## src/rtl/danger_spawner.sv

```systemverilog
// danger_spawner: owns the three on-screen obstacle slots. Spawns cactus/bird
// obstacles at pseudo-random gaps, scrolls them left on every move tick and
// retires them once they have scrolled past x=0. All outputs are registered.
module danger_spawner #(
    parameter int          SPAWN_X   = 700,
    parameter int          MIN_GAP   = 40,
    parameter int          INIT_GAP  = 60,
    parameter logic [15:0] LFSR_SEED = 16'hACE1
) (
    input  logic       clk,
    input  logic       rst,
    input  logic [1:0] game_state,
    input  logic       move_tick,
    input  logic [3:0] speed,
    input  logic       bird_en,
    output logic [9:0] danger_pos1,
    output logic [9:0] danger_pos2,
    output logic [9:0] danger_pos3,
    output logic [2:0] danger_type1,
    output logic [2:0] danger_type2,
    output logic [2:0] danger_type3,
    output logic       danger_en1,
    output logic       danger_en2,
    output logic       danger_en3
);

    typedef enum logic [1:0] {
        GS_INIT  = 2'd0,
        GS_START = 2'd1,
        GS_END   = 2'd2,
        GS_RESET = 2'd3
    } game_state_t;

    localparam logic [9:0]  SPAWN_POS    = 10'(SPAWN_X);
    localparam logic [7:0]  MIN_GAP_B    = 8'(MIN_GAP);
    localparam logic [7:0]  INIT_GAP_B   = 8'(INIT_GAP);
    localparam logic [2:0]  TYPE_NOTHING = 3'd5;
    localparam logic [15:0] LFSR_MASK    = 16'hB400;

    game_state_t gs;
    logic [15:0] lfsr_reg;
    logic [15:0] lfsr_next;
    logic [7:0]  gap_reg;
    logic        clear_all;
    logic        step;
    logic [2:0]  en_all;
    logic [2:0]  free;
    logic        spawn_go;
    logic [2:0]  spawn_sel;
    logic [2:0]  spawn_type;
    logic [9:0]  speed_ext;
    logic [9:0]  pos_all  [3];
    logic [2:0]  type_all [3];

    assign gs        = game_state_t'(game_state);
    assign clear_all = (gs == GS_INIT) || (gs == GS_RESET);
    assign step      = (gs == GS_START) && move_tick;
    assign speed_ext = {6'd0, speed};

    // Slots are judged free on their pre-tick enable, so a slot retiring on
    // this tick only becomes available on the next one.
    assign free      = ~en_all;
    assign spawn_go  = step && (gap_reg == 8'd0) && (|free);

    // Galois LFSR, right-shifting; free-runs in every game state
    assign lfsr_next = {1'b0, lfsr_reg[15:1]} ^ (lfsr_reg[0] ? LFSR_MASK : 16'h0000);

    // LFSR state register
    always_ff @(posedge clk) begin
        if (rst) begin
            lfsr_reg <= LFSR_SEED;
        end else begin
            lfsr_reg <= lfsr_next;
        end
    end

    // Lowest-index free slot receives the spawn
    always_comb begin
        spawn_sel = 3'b000;
        if (spawn_go) begin
            if (free[0]) begin
                spawn_sel = 3'b001;
            end else if (free[1]) begin
                spawn_sel = 3'b010;
            end else begin
                spawn_sel = 3'b100;
            end
        end
    end

    // Obstacle type: fold 5..7 onto cactus types, push birds to cacti when disabled
    always_comb begin
        spawn_type = lfsr_reg[2:0];
        if (spawn_type >= 3'd5) begin
            spawn_type = spawn_type - 3'd3;
        end
        if (!bird_en && (spawn_type < 3'd2)) begin
            spawn_type = spawn_type + 3'd2;
        end
    end

    // Gap counter: counts ticks down to the next spawn, sticks at 0 while all slots are busy
    always_ff @(posedge clk) begin
        if (rst || clear_all) begin
            gap_reg <= INIT_GAP_B;
        end else if (step) begin
            if (gap_reg != 8'd0) begin
                gap_reg <= gap_reg - 8'd1;
            end else if (|free) begin
                gap_reg <= MIN_GAP_B + {2'b00, lfsr_reg[15:10]};
            end
        end
    end

    genvar gi;
    generate
        for (gi = 0; gi < 3; gi++) begin : g_slot
            logic [9:0] pos_reg;
            logic [2:0] type_reg;
            logic       en_reg;

            // Per-slot scroll / retire / spawn register
            always_ff @(posedge clk) begin
                if (rst || clear_all) begin
                    en_reg   <= 1'b0;
                    pos_reg  <= 10'd0;
                    type_reg <= TYPE_NOTHING;
                end else if (step) begin
                    if (en_reg) begin
                        if (pos_reg < speed_ext) begin
                            en_reg   <= 1'b0;
                            pos_reg  <= 10'd0;
                            type_reg <= TYPE_NOTHING;
                        end else begin
                            pos_reg <= pos_reg - speed_ext;
                        end
                    end else if (spawn_sel[gi]) begin
                        en_reg   <= 1'b1;
                        pos_reg  <= SPAWN_POS;
                        type_reg <= spawn_type;
                    end
                end
            end

            assign en_all[gi]   = en_reg;
            assign pos_all[gi]  = pos_reg;
            assign type_all[gi] = type_reg;
        end
    endgenerate

    assign danger_en1   = en_all[0];
    assign danger_en2   = en_all[1];
    assign danger_en3   = en_all[2];
    assign danger_pos1  = pos_all[0];
    assign danger_pos2  = pos_all[1];
    assign danger_pos3  = pos_all[2];
    assign danger_type1 = type_all[0];
    assign danger_type2 = type_all[1];
    assign danger_type3 = type_all[2];

endmodule

```

## config.mk

```make
export PLATFORM = sky130hd
export DESIGN_NAME = danger_spawner
export DESIGN_NICKNAME = d
export VERILOG_FILES = /design/src/rtl/danger_spawner.sv
export SDC_FILE = /design/constraint.sdc
export NUM_CORES = 1
export LEC_CHECK = 0
export CAP_MARGIN = 20
export CORE_MARGIN = 2
export CORE_UTILIZATION = 49
export CTS_CLUSTER_SIZE = 10
export DETAILED_ROUTE_END_ITERATION = 16
export GPL_ROUTABILITY_DRIVEN = 1
export PLACE_DENSITY = 0.81
export SETUP_SLACK_MARGIN = 0.15
export SYNTH_ARGS = -nofsm -noshare
export SYNTH_HDL_FRONTEND = slang
export SYNTH_SLANG_ARGS = --single-unit
```

## constraint.sdc

```tcl
create_clock -name clk -period 2.1 [get_ports clk]
set_input_delay 0.21 -clock clk [delete_from_list [all_inputs] [get_ports clk]]
set_output_delay 0.21 -clock clk [all_outputs]
set_load 0.005 [all_outputs]
```

# ---- Word-level counts from Yosys, hierarchy flattened
# Cells that the tools add are included.
dict set report totals {
  reg_bits 66
  latchBits 0
  ram_bits 0
  mem_bits_ro 0
  input_bits 10
  out_inout_bits 42
  wordCells 87
  memories 0
}
dict set report op_classes {
  add_sub_neg 7
  mul 0
  n_div 0
  order_cmp 5
  eq_ne 5
  n_shift 0
  muxes 35
  n_bitwise 2
  n_reduce_logical 22
}
# op count
set op_table {}
lappend op_table {{$mux 10} 9}
lappend op_table {{$mux 3} 14}
lappend op_table {{$lt 10x4->1} 3}
lappend op_table {{$sub 10x4->10} 3}
lappend op_table {{$mux 16} 1}
lappend op_table {{$mux 8} 2}
lappend op_table {{$xor 15x16->16} 1}
lappend op_table {{$mux 1} 9}
lappend op_table {{$reduce_and 3->1} 3}
lappend op_table {{$logic_not 8->1} 1}
lappend op_table {{$reduce_and 2->1} 4}
lappend op_table {{$reduce_bool 2->1} 4}
lappend op_table {{$reduce_bool 8->1} 1}
lappend op_table {{$sub 8x1->8 const B} 1}
lappend op_table {{$add 6x6->7 const A} 1}
lappend op_table {{$ne 2x1->1 const B} 3}
lappend op_table {{$logic_and 1x1->1} 4}
lappend op_table {{$add 3x2->3 const B} 1}
lappend op_table {{$ge 3x3->1 const B} 1}
lappend op_table {{$lt 3x2->1 const B} 1}
lappend op_table {{$not 3->3} 1}
lappend op_table {{$reduce_or 3->1} 1}
lappend op_table {{$sub 3x2->3 const B} 1}
lappend op_table {{$eq 2x1->1 const B} 1}
lappend op_table {{other kinds (4)} 5}

# ---- Logic depth before layout (Yosys ltp)
dict set report logic_depth {
  depth_word 7
  depth_mapped 10
  ltp_nobuf 10
}

# ---- Worst setup path before layout
# No wires, ideal clock.
dict set report synth_path {
  kind {register to register}
  start {reg gap_reg[0]}
  end {reg gap_reg[5]}
  t_arrival_ns 1.991
  required_ns 1.978
  setup_slack_ns -0.013
  stages_incl_launch_ff 9
  n_path_buf 1
  period_less_slack_ns 2.113
  cell_sequence {dfxtp_1 > inv_1 > ha_1 > or3b_2 > clkbuf_4 > nor2_4 > nand2_1 > a211o_1 > a221o_1}
}
dict set report synth_via {
  elab_chain_len 3
}
# item line
set synth_rtl {}
lappend synth_rtl {{start: declaration} 43} ;# logic [7:0] gap_reg;
lappend synth_rtl {{start signal: assignment} 108} ;# gap_reg <= gap_reg - 8'd1;
lappend synth_rtl {{start signal: assignment} 110} ;# gap_reg <= MIN_GAP_B + {2'b00, lfsr_reg[15:10]};
lappend synth_rtl {{branches (longest 3 deep; another with $sub 8x1->8)} --}
# Several ways; the timed one is not identified.
# A chain may end at the register's enable or synchronous reset.

# ---- Worst setup path in the final report
dict set report layout_path {
  start {reg gap_reg[3]}
  end {reg gap_reg[7]}
}
# The elaborated chain is that of the path after synthesis.

==> impl_metrics.csv <==
group,metric,value,unit
status,status,"finished, final reports clean",
place,hpwl,7.59,mm
clock_network,clk_path_buf_depth,2,
global_routing,grt_start_max_net_pins,18,
layout,final_common_cell,"buf_4",
floorplanning,rows,31,
synth,synthArstFlopShare,0,%
synth,synth.avg_cell_area,8.42,sq um
synth,ys_types,63,
global_routing,grt_first_pass_wirelength,17.2,mm
setup_path,reg2regPathDepth,5,
setup_path,worst_setup_path_start_kind,"flop",
routing,wl_per_cell,17.1,um
global_routing,first_global_vias,3613,
routing,detail-route-antenna-nets,0,
clock_network,cts_buffers,9,
clock_network,clk_pin_slew_worst_paths,0.08,ns
synth,ys.flop_type,"dfxtp_1",
worst_hold_path,hp-class,"reg -> reg",
setup_path,r2r-start,"gap_reg[3]",
sta,fin_crit_sh,94.2,%
clock_network,clock_latency,0.35,ns
place,io_buffers,51,
setup_path,cp-startpoint,"gap_reg[3]",
sta,setup_ws,0.122,ns
floorplanning,die-area,0.00809,sq mm
clock_network,cts_hold_buf,0,
clock_network,cts_tree,"yes",
global_routing,grt-ovfl-total,0,
routing,avgViaCountPerCell,5.99,
routing,dr.pass1.iters,7,
sta,max_slew.worst_pin.slew,0.498,ns
clock_network,clkSinkCount,66,
layout,final_cell_mix,"buf_4, dfxtp_1, clkdlybuf4s50_1",
sta,setup_viol,0,
setup_path,cp.required,2.38,ns
routing,drc,0,
layout,largest_register_ffs,16,
setup_path,reg2reg_slack,0.12,ns
setup_path,cp_max_fo,6,
synth,netlist_area,0.00362,sq mm
layout,syn2layout_area_growth,45.5,%
sta,skew,0.0127,ns
place,place_congestion,0.940,
setup_path,r2r_end,"gap_reg[7]",
sta,slew_viol_final,0,
sta,min_period,1.98,ns
sta,timing.fmax,506,MHz
routing,initialDrtViolationCount,322,
place,place_ws,-0.328,ns
power,ir_drop,0.000411,V
worst_hold_path,worstHoldStart,"lfsr_reg[6]",
setup_path,critPathCaptureType,"flop",
setup_path,crit_arrival,2.26,ns
job,maxCapViolations,0,
clock_network,cts_root_buf,"clkbuf_8",
routing,wl,11.1,mm
global_routing,grtUsageTotal,25.6,%
layout,drive_gt1_share,31.5,%
power,power,2.69,mW
clock_network,htree_levels,3,
sta,slew_headroom,66.5,%
routing,route.vias.total,3907,
sta,rsz0062_at_grt,"yes",
worst_hold_path,hold-path-cell-count,1,
synth,netlist_instances,430,
floorplanning,chipHeight,90.0,um
synth,ys_warn_count,0,
floorplanning,ios,52,
floorplanning,die_w,90.0,um
worst_hold_path,hold_end,"lfsr_reg[5]",
synth,ys_seq_area_share,36.5,%
global_routing,antenna_found_initial,0,
floorplanning,initial_core_util,50.2,%
power,cellPowerDensity,512,mW/mm^2
layout,fin_nets,580,
synth,syn_nets,462,
synth,ys_seq_elements,66,
floorplanning,core_area,0.00721,sq mm
sta,finalHoldViolCount,0,
sta,setup-tns-final,0,ns
synth,synth_edf_count,0,
layout,fillers,512,
power,p_leak,1.97,nW
setup_path,critPathKind,"reg -> reg",
layout,n_antenna_cell,0,
-- Yosys cell counts (all sizes together) (3+ instances only) --
library cell | number | area [sq um]
a211oi | 5 | 37.5
a21oi | 32 | 160
a31oi | 3 | 18.8
a32o | 4 | 40.0
buf | 7 | 56.3
clkbuf | 12 | 58.8
dfxtp | 66 | 1320
fa | 3 | 60.1
ha | 19 | 238
inv | 17 | 63.8
nand2 | 37 | 139
nand2b | 6 | 37.5
nand3 | 8 | 40.0
nand3b | 6 | 45.0
nand4 | 3 | 18.8
nor2 | 36 | 143
nor2b | 15 | 93.8
nor3 | 12 | 60.1
nor4 | 11 | 83.8
o21a | 9 | 67.6
o21ai | 40 | 200
o31a | 6 | 53.8
o31ai | 6 | 50.1
o32a | 3 | 30.0
or2 | 8 | 50.1
or3 | 7 | 43.8
or4 | 5 | 37.5
xnor2 | 5 | 43.8
-- critical path, cell delays in order (launching register included) --
cell	delay, ns
dfxtp_2	0.34
or4_4	0.61
nor4_4	0.19
o21ai_1	0.14
or4b_1	0.48
o22ai_1	0.15
-- cell type report --
cell class	count	area (sq um)	area share, %
clock buffers	9	124	2.35
inverters	17	68.8	1.31
repair buffers	126	1090	20.7
clock inverters	7	77.6	1.47
multi-input cells	328	2440	46.3
well taps	99	124	2.35
flip-flops and latches	66	1340	25.5
-- where the power goes --
part	internal (mW)	total [mW]	switching (mW)
Sequential	1.27	1.29	0.0147
Clock	0.556	1.10	0.542
Combinational	0.147	0.310	0.164
Total	1.97	2.69	0.721
-- per-stage QoR --
step / hold WS (ns) / std cells / utilization (%) / cell area, sq um
after floorplan: 0.282 / 430 / - / 3640
after global placement: 0.403 / 622 / 64.1 / 4620
after detailed placement: 0.399 / 622 / 64.1 / 4620
after CTS: 0.423 / 644 / 68.7 / 4950
after global routing: 0.434 / 652 / 73.0 / 5270
final: 0.419 / 652 / 73.0 / 5270
-- timing repair --
item,in CTS,in global routing
setup endpoints to repair,31,40
buffers inserted,6,7
cloned,0,1
gates resized for setup,25,62
pin swaps,4,18
-- logic make-up after synthesis --
group	Yosys count	share of synthesized area, %
muxes	2	0.588
buffers and inverters	36	4.94
xor gates and xnor gates	7	1.69
and+or+nand+nor	162	23.6
DFF	66	36.5
adders and majority gates	22	8.23
AOI/OAI and AO/OA	135	24.5
-- layer usage --
metal / wire [um] / global-route usage, %
met4: 229 / 10.0
met1: 4610 / 33.5
met2: 5430 / 41.9
met3: 850 / 4.86
met5: 0 / 0
-- worst max path at each step --
stage                           endpoint  slack [ns]  cells past startpoint
after floorplan               gap_reg[5]        0.16                      8
after global placement    danger_pos3[1]       -0.27                      8
after detailed placement  danger_pos3[1]       -0.33                      8
after CTS                 danger_pos3[9]        0.12                      9
after global routing      danger_pos2[9]        0.07                     10
final                         gap_reg[7]        0.12                      5
Power figures use the tool's default switching activity.
